`config.mk`:
```
export PLATFORM = sky130hd
export DESIGN_NAME = tmds_channel_decoder
export DESIGN_NICKNAME = d
export VERILOG_FILES = /design/src/rtl/tmds_channel_decoder.sv
export SDC_FILE = /design/constraint.sdc
export NUM_CORES = 1
export LEC_CHECK = 0
export CAP_MARGIN = 20
export CORE_MARGIN = 5
export CORE_UTILIZATION = 55
export DETAILED_ROUTE_END_ITERATION = 12
export HOLD_SLACK_MARGIN = 0.06
export PLACE_DENSITY = 0.8
export SYNTH_ARGS = -nofsm -noshare
export SYNTH_HDL_FRONTEND = slang
export SYNTH_SLANG_ARGS = --single-unit
```
`constraint.sdc`:
```
create_clock -name pix_clk -period 3.3 [get_ports pix_clk]
set_input_delay 0.825 -clock pix_clk [delete_from_list [all_inputs] [get_ports pix_clk]]
set_output_delay 0.825 -clock pix_clk [all_outputs]
set_load 0.03 [all_outputs]
```
`src/rtl/tmds_channel_decoder.sv`:
```
// One TMDS receive lane: 10b symbol -> 8b data / 2b control / DE, with lock tracking and disparity checking.
// Optional saturating error counter enabled by defining TMDS_DEC_ERRCNT_EN.
module tmds_channel_decoder #(
    parameter int CTRL_RUN     = 8,
    parameter int MAX_DATA_RUN = 1024,
    parameter int DISP_LIMIT   = 16
) (
    input  logic        pix_clk,
    input  logic        rst,
    input  logic        sym_valid,
    input  logic [9:0]  sym,
    output logic [7:0]  data,
    output logic [1:0]  ctrl,
    output logic        de,
    output logic        out_valid,
    output logic        locked,
    output logic        err,
    output logic [15:0] err_count
);

    localparam int CRW = $clog2(CTRL_RUN + 1);
    localparam int DRW = $clog2(MAX_DATA_RUN + 1);
    localparam logic signed [7:0] LIM = 8'(DISP_LIMIT);

    // state    | meaning
    // UNLOCKED | hunting for CTRL_RUN back-to-back control tokens; outputs gated
    // LOCKED   | framing trusted; data/ctrl/de/err passed through
    typedef enum logic {UNLOCKED, LOCKED} state_t;

    state_t state;

    logic [9:0] q;
    logic [7:0] dec;
    logic       tok;
    logic [1:0] tok_ctrl;
    logic [3:0] pop;

    logic       s1_valid;
    logic       s1_tok;
    logic [1:0] s1_ctrl;
    logic [7:0] s1_data;
    logic [3:0] s1_pop;

    logic [CRW-1:0]    ctrl_run;
    logic [DRW-1:0]    data_run;
    logic [1:0]        last_ctrl;
    logic signed [7:0] rd;
    logic signed [7:0] rd_sum;
    logic              disp_err;

    always_comb begin
        q = sym[9] ? {sym[9:8], ~sym[7:0]} : sym;
        dec    = '0;
        dec[0] = q[0];
        for (int i = 1; i < 8; i++) begin
            dec[i] = q[8] ? (q[i] ^ q[i-1]) : ~(q[i] ^ q[i-1]);
        end
        tok      = 1'b1;
        tok_ctrl = 2'b00;
        case (sym)
            10'b1101010100: tok_ctrl = 2'b00;
            10'b0010101011: tok_ctrl = 2'b01;
            10'b0101010100: tok_ctrl = 2'b10;
            10'b1010101011: tok_ctrl = 2'b11;
            default:        tok      = 1'b0;
        endcase
        pop = '0;
        for (int i = 0; i < 10; i++) begin
            pop = pop + 4'(sym[i]);
        end
    end

    always_ff @(posedge pix_clk or negedge rst) begin
        if (!rst) begin
            s1_valid <= 1'b0;
            s1_tok   <= 1'b0;
            s1_ctrl  <= 2'b00;
            s1_data  <= 8'h00;
            s1_pop   <= 4'd0;
        end else begin
            s1_valid <= sym_valid;
            if (sym_valid) begin
                s1_tok  <= tok;
                s1_ctrl <= tok_ctrl;
                s1_data <= dec;
                s1_pop  <= pop;
            end
        end
    end

    // Each symbol moves disparity by 2*popcount - 10.
    always_comb begin
        rd_sum   = rd + $signed({3'b000, s1_pop, 1'b0}) - 8'sd10;
        disp_err = (rd_sum > LIM) || (rd_sum < -LIM);
    end

    always_ff @(posedge pix_clk or negedge rst) begin
        if (!rst) begin
            state     <= UNLOCKED;
            locked    <= 1'b0;
            ctrl_run  <= '0;
            data_run  <= '0;
            last_ctrl <= 2'b00;
            rd        <= 8'sd0;
            data      <= 8'h00;
            ctrl      <= 2'b00;
            de        <= 1'b0;
            out_valid <= 1'b0;
            err       <= 1'b0;
        end else begin
            out_valid <= s1_valid;
            err       <= 1'b0;
            if (s1_valid) begin
                if (s1_tok) begin
                    last_ctrl <= s1_ctrl;
                    rd        <= 8'sd0;
                    data      <= 8'h00;
                    de        <= 1'b0;
                    case (state)
                        UNLOCKED: begin
                            if (ctrl_run == CRW'(CTRL_RUN - 1)) begin
                                state    <= LOCKED;
                                locked   <= 1'b1;
                                ctrl_run <= '0;
                                data_run <= '0;
                                ctrl     <= s1_ctrl;
                            end else begin
                                ctrl_run <= ctrl_run + 1'b1;
                                ctrl     <= 2'b00;
                            end
                        end
                        LOCKED: begin
                            data_run <= '0;
                            ctrl     <= s1_ctrl;
                        end
                    endcase
                end else begin
                    rd <= disp_err ? 8'sd0 : rd_sum;
                    case (state)
                        UNLOCKED: begin
                            ctrl_run <= '0;
                            data     <= 8'h00;
                            ctrl     <= 2'b00;
                            de       <= 1'b0;
                        end
                        LOCKED: begin
                            // Lock loss takes priority over a same-cycle disparity error.
                            if (data_run == DRW'(MAX_DATA_RUN - 1)) begin
                                state    <= UNLOCKED;
                                locked   <= 1'b0;
                                data_run <= '0;
                                ctrl_run <= '0;
                                data     <= 8'h00;
                                ctrl     <= 2'b00;
                                de       <= 1'b0;
                            end else begin
                                data_run <= data_run + 1'b1;
                                data     <= s1_data;
                                ctrl     <= last_ctrl;
                                de       <= 1'b1;
                                err      <= disp_err;
                            end
                        end
                    endcase
                end
            end
        end
    end

`ifdef TMDS_DEC_ERRCNT_EN
    always_ff @(posedge pix_clk or negedge rst) begin
        if (!rst) begin
            err_count <= 16'h0000;
        end else if (err && (err_count != 16'hFFFF)) begin
            err_count <= err_count + 16'h0001;
        end
    end
`else
    assign err_count = 16'h0000;
`endif

endmodule

```
==> results.json, run 1 <==
{
  "status": "complete, no violations",
  "multi_input_area_um2": 1592,
  "dp_hpwl_mm": 4.610,
  "worstSetupPathType": "input pin to flop",
  "fmax_ghz": 0.3108,
  "ant_nets": 0,
  "antennaDiodeCount": 0,
  "numClockSinks": 55,
  "place_area_um2": 3545,
  "final_nets": 415,
  "track_usage": 0.1825,
  "rsz0062_at_grt": "false",
  "cts-root-buf": "clkbuf_8",
  "dr_wl_met3_um": 212,
  "ys_async_sr_fraction": 1.000,
  "area.growth.synth_to_final_pct": 12.96,
  "routedWlPerCell_um": 13.65,
  "core_area_um2": 5816,
  "finalPower_mw": 2.367,
  "start_kind": "input pin",
  "ys_types": 47,
  "crit_chain": "dlygate4sd2_1 -> fa_1 -> fa_1 -> inv_1 -> fa_1 -> inv_1 -> ha_2 -> inv_1 -> fa_2 -> xnor2_2 -> a21oi_1",
  "io_pins": 43,
  "place.gp.congestion": 0.8702,
  "synth_edf_count": 0,
  "skew_ns": 0.008519,
  "yosysSeqAreaShare": 0.4255,
  "synth_area_um2": 3234,
  "max_stage_delay_ns": 0.51,
  "drt_first_pass_iters": 4,
  "met2_length_mm": 3.036,
  "grt_pass1_vias": 2365,
  "cts_max_path_buffers": 2,
  "crit_fanout": 2,
  "end_kind": "flop",
  "via_count": 2418,
  "synth.avg_cell_area_um2": 9.321,
  "cts_hold_buffers": 0,
  "relSlewSlack": 0.5356,
  "ys_ff_latch": 55,
  "setup_viol": 0,
  "antenna_found_initial": 0,
  "met1Wirelength_mm": 2.865,
  "port_buffers": 26,
  "report.final.slew_viol_count": 0,
  "yosysWarnings": 0,
  "clkLatencyLatePin_ns": 0.32,
  "wirelength_mm": 6.198,
  "powerDensity_nw_per_um2": 647.8,
  "layout_common_cells": "55 x dfrtp_1, 42 x inv_1, 33 x o21ai_0",
  "grt_pass1_wl_mm": 10.99,
  "crit_arrival_ns": 3.46,
  "routed.top_layer": "met4",
  "rows": 28,
  "endpoint": "s1_pop[2]",
  "start_util": 0.5562,
  "drc": 0,
  "reg2reg_depth": 12,
  "final-hold-violation-count": 0,
  "die_y_um": 86.69,
  "fp.dieArea_um2": 7514,
  "r2r_end": "rd[3]",
  "numCtsBuffers": 5,
  "nFillCells": 507,
  "syn_inst": 347,
  "dr.first_iter.drc_count": 122,
  "final_common_cell": "dfrtp_1",
  "maxCapViolCount": 0,
  "cp_slowest_cell": "fa_1",
  "fp.dieW_um": 86.69,
  "ff_latch_area_um2": 1376,
  "worst_ep_required_time_ns": 3.55,
  "design_area_um2": 3654,
  "tightest_slew_ns": 0.6902,
  "cts.clk_slew.worst_paths_ns": 0.11,
  "r2r_start": "s1_pop[1]",
  "grt_start_max_net_pins": 28,
  "drive_above_1_share": 0.07916,
  "cts-htree-levels": 2,
  "hold_path.class": "input pin to async pin",
  "synth_ff_type": "dfrtp_1",
  "grt_overflow": 0,
  "cp-startpoint": "sym[7]",
  "viasPerCell": 5.326,
  "min_period_ns": 3.218,
  "vdd_ir_drop_max_uv": 416.4,
  "leakage_nw": 1.700,
  "finalCritPeriodShare": 0.9751,
  "r2r_setup_slack_ns": 0.39,
  "cts_tree": "built"
}
[what timing repair did]
action	in CTS	in global routing
pin swaps	5	5
gates resized for setup	10	0
setup buffers	0	0
cloned	0	0
setup endpoints to repair	2	2
[worst min path at each step]
stage / from / endpoint / slack (ns) / cells past startpoint
after detailed placement: s1_data[6] / data[6] / 0.47 / 2
after floorplan: s1_valid / out_valid / 0.35 / 0
final: rst / rd[2] / 0.40 / 1
after global placement: last_ctrl[0] / last_ctrl[0] / 0.46 / 2
after global routing: rst / s1_data[5] / 0.43 / 1
after CTS: rst / rd[4] / 0.41 / 1
[Yosys cell counts, types with 2 or more instances]
cell type,n,share of area
o21ai_0,33,0.051
o41ai_1,2,0.0054
buf_1,2,0.0023
a21oi_1,18,0.028
and3b_1,3,0.0081
xnor2_1,14,0.038
inv_1,42,0.049
a31oi_1,2,0.0039
nor2_1,30,0.035
fa_1,7,0.043
a22o_1,2,0.0054
mux2_2,3,0.010
ha_1,17,0.066
nor3_1,3,0.0046
and3_1,4,0.0077
nand3_1,10,0.015
nand4_1,2,0.0039
buf_4,17,0.039
nor2b_1,6,0.012
o21bai_1,3,0.0070
nand2_1,23,0.027
clkbuf_1,7,0.0081
nand2b_1,5,0.0097
dfrtp_1,55,0.43
xor2_1,5,0.014
mux2i_1,4,0.012
o22ai_1,4,0.0077
nor4_1,2,0.0039
and4b_1,2,0.0062
a311oi_1,2,0.0054
a21boi_0,2,0.0046
[layout make-up]
class | instances | share of cell area
flip-flops and latches | 55 | 0.3767
clock inverters | 3 | 0.009247
multi-input cells | 237 | 0.4356
inverters | 42 | 0.04315
clock buffers | 5 | 0.01884
well taps | 75 | 0.02568
repair buffers | 37 | 0.09075
[through the flow]
stage                     instances  setup TNS (ns)  setup slack [ns]  utilization  hold slack, ns
after global placement          446          -1.078           -0.4439       0.6095          0.4608
after CTS                       454               0          0.009565       0.6282          0.4091
final                           454               0           0.08201       0.6282          0.4013
after floorplan                 362               0           0.06860            -          0.3519
after detailed placement        446          -1.328           -0.5685       0.6095          0.4738
after global routing            454               0         0.0009426       0.6282          0.4288
[worst max-delay path, delay by kind of cell]
family	cells	cell delay (ns)
compound gates	1	0.12
fa+ha+maj	5	1.94
buf+inv	4	0.44
xor+xnor	1	0.14
[routing by layer]
layer | GRT usage | vias up
li1 | - | 1196
met1 | 0.2406 | 1166
met2 | 0.3129 | 47
met3 | 0.03232 | 9
met4 | 0.04391 | 0
met5 | 0 | -
[power by group]
| group | internal [mW] | switching [mW] |
|---|---|---|
| Combinational | 0.523 | 0.638 |
| Sequential | 0.749 | 0.0406 |
| Clock | 0.162 | 0.254 |
| Total | 1.43 | 0.932 |
[cell families after synthesis]
logic type,after synthesis,share of synthesized area
AO/OA/AOI/OAI,76,0.1393
XOR/XNOR,19,0.05145
adder cells (fa/ha/maj),24,0.1091
buffers and inverters,70,0.1037
flip-flops,55,0.4255
multiplexers,7,0.02282
other,1,0.001159
AND/OR/NAND/NOR,95,0.1470
[registers in the layout, indices dropped and copies added (netlist names)]
signal / cells
de: 1
out_valid: 1
s1_pop: 4
s1_valid: 1
last_ctrl: 2
ctrl: 2
state: 1
data: 8
ctrl_run: 4
err: 1
s1_ctrl: 2
locked: 1
s1_tok: 1
data_run: 11
rd: 7
s1_data: 8
No activity file was read; power rests on OpenSTA's default activity.
==> run 2: changes to the inputs <==
CAP_MARGIN = default   (was 20)
PLACE_DENSITY = 0.84   (was 0.8)
==> results.json, run 2 (same netlist as run 1, synthesis figures left out) <==
{
  "numCtsBuffers": 5,
  "routed.top_layer": "met4",
  "numClockSinks": 55,
  "dr_wl_met3_um": 255,
  "drive_above_1_share": 0.08730,
  "setup_ws_ns": 0.09144,
  "worst_ep_required_time_ns": 3.50,
  "io_pins": 43,
  "largest_register_ffs": 11,
  "crit_arrival_ns": 3.41,
  "switchingPower_uw": 904.8,
  "die_y_um": 86.69,
  "met1Wirelength_mm": 2.658,
  "crit_fanout": 2,
  "fmax_ghz": 0.3117,
  "antennaDiodeCount": 0,
  "pre_cts_slack_ns": -0.5817,
  "final_common_cell": "dfrtp_1",
  "core_area_um2": 5816,
  "viasPerCell": 5.318,
  "min_period_ns": 3.209,
  "rows": 28,
  "ant_nets": 0,
  "report.final.slew_viol_count": 0,
  "status": "complete, no violations",
  "finalCritPeriodShare": 0.9723,
  "cts_max_path_buffers": 2,
  "wirelength_mm": 6.141,
  "area.growth.synth_to_final_pct": 12.84,
  "fp.dieArea_um2": 7514,
  "start_util": 0.5562,
  "cts.clk_slew.worst_paths_ns": 0.10,
  "met2_length_mm": 3.098,
  "powerDensity_nw_per_um2": 660.1,
  "track_usage": 0.1800,
  "r2r_end": "rd[3]",
  "relSlewSlack": 0.5407,
  "antenna_found_initial": 0,
  "power_frac_seq": 0.328,
  "start_kind": "input pin",
  "rsz0062_at_grt": "false",
  "drc": 0,
  "cts_tree": "built",
  "dr.first_iter.drc_count": 138,
  "cts-htree-levels": 2,
  "layout_common_cells": "55 x dfrtp_1, 41 x inv_1, 33 x o21ai_0",
  "clkLatencyLatePin_ns": 0.32,
  "grt_start_max_net_pins": 56,
  "p_comb_frac": 0.483,
  "r2r_setup_slack_ns": 0.47,
  "cp-startpoint": "sym[3]",
  "port_buffers": 26,
  "vdd_ir_drop_max_uv": 437.4,
  "grt_pass1_wl_mm": 10.80,
  "cts-root-buf": "clkbuf_8",
  "maxCapViolCount": 0,
  "r2r_start": "s1_pop[1]",
  "final_nets": 414,
  "endpoint": "s1_pop[2]",
  "cts_hold_buffers": 0,
  "skew_ns": 0.008485,
  "registers.top_by_ff_count": "data_run",
  "final-hold-violation-count": 0,
  "grt_pass1_vias": 2386,
  "design_area_um2": 3650,
  "via_count": 2409,
  "clockPowerShare": 0.189,
  "reg_top3": "data_run x11, data x8, s1_data x8",
  "leakage_nw": 1.694,
  "drt_first_pass_iters": 4,
  "reg2reg_depth": 12,
  "dp_hpwl_mm": 4.559,
  "internal-power_mw": 1.504,
  "setup_viol": 0,
  "fp.dieW_um": 86.69,
  "worstSetupPathType": "input pin to flop",
  "place.gp.congestion": 0.8224,
  "end_kind": "flop",
  "place_area_um2": 3537,
  "grt_overflow": 0,
  "swShare": 0.3756,
  "routedWlPerCell_um": 13.56,
  "utilization": 0.6276,
  "hold_path.class": "flop to flop",
  "tightest_slew_ns": 0.6890
}
run 2: cell count changes in the layout (fill, tap and decap cells not counted), sizes merged:
cell           previous run  this run
clkdlybuf4s15             1         3
dlygate4sd2               5         0
buf                      12        11
bufinv                    0         1
inv                      44        43
clkbuf                    5         9
clkinv                    1         0
run 2: layout make-up:
cell class / instances / area [µm²]
Clock inverter: 2 / 38.79
Fill cell: 511 / 2166
Tap cell: 75 / 93.84
Inverter: 42 / 157.7
Sequential cell: 55 / 1376
Multi-Input combinational cell: 237 / 1595
Clock buffer: 6 / 72.57
Timing Repair Buffer: 36 / 315.3
run 2: worst min-delay path by stage:
stage	start	end	slack, ns	cells past startpoint
final	ctrl_run[3]	ctrl_run[3]	0.49	1
after detailed placement	last_ctrl[0]	last_ctrl[0]	0.47	2
after CTS	s1_data[0]	data[0]	0.50	2
after global placement	last_ctrl[0]	last_ctrl[0]	0.46	2
after floorplan	s1_valid	out_valid	0.35	0
after global routing	ctrl_run[3]	ctrl_run[3]	0.52	1
run 2: repair_timing:
| action | 4_1_cts | 5_1_grt |
|---|---|---|
| resized for setup | 11 | 9 |
| pin swaps | 6 | 6 |
| setup buffers | 0 | 0 |
| endpoints found under the setup margin | 2 | 2 |
| hold endpoints to repair | 0 | 0 |
run 2: critical path: stages:
cell	delay, ns
clkdlybuf4s15_1	0.20
fa_1	0.47
fa_1	0.54
inv_2	0.04
fa_1	0.44
inv_1	0.08
ha_2	0.18
inv_1	0.05
fa_2	0.35
xnor2_2	0.17
a21oi_2	0.07
run 2: metrics by stage:
| step | hold slack, ns | setup TNS [ns] | cells | total power, mW |
|---|---|---|---|---|
| floorplan | 0.3519 | 0 | 362 | 1.712 |
| global placement | 0.4592 | -1.071 | 445 | 1.890 |
| detailed placement | 0.4664 | -1.474 | 445 | 1.947 |
| CTS | 0.4963 | 0 | 453 | 2.418 |
| global route | 0.5170 | 0 | 453 | 2.618 |
| finish | 0.4927 | 0 | 453 | 2.409 |
run 2: power by group through the flow:
stage	Combinational [mW]	Sequential (mW)	Clock [mW]
after CTS	1.16	0.790	0.467
final	1.16	0.790	0.456
after global routing	1.33	0.799	0.492
after floorplan	0.920	0.792	0
after detailed placement	1.14	0.804	0
after global placement	1.09	0.800	0
run 2: layer usage:
metal,global-route usage,vias to the layer above
met5,0,-
met4,0.05949,0
met3,0.03422,12
met2,0.3102,51
met1,0.2273,1155
li1,-,1191
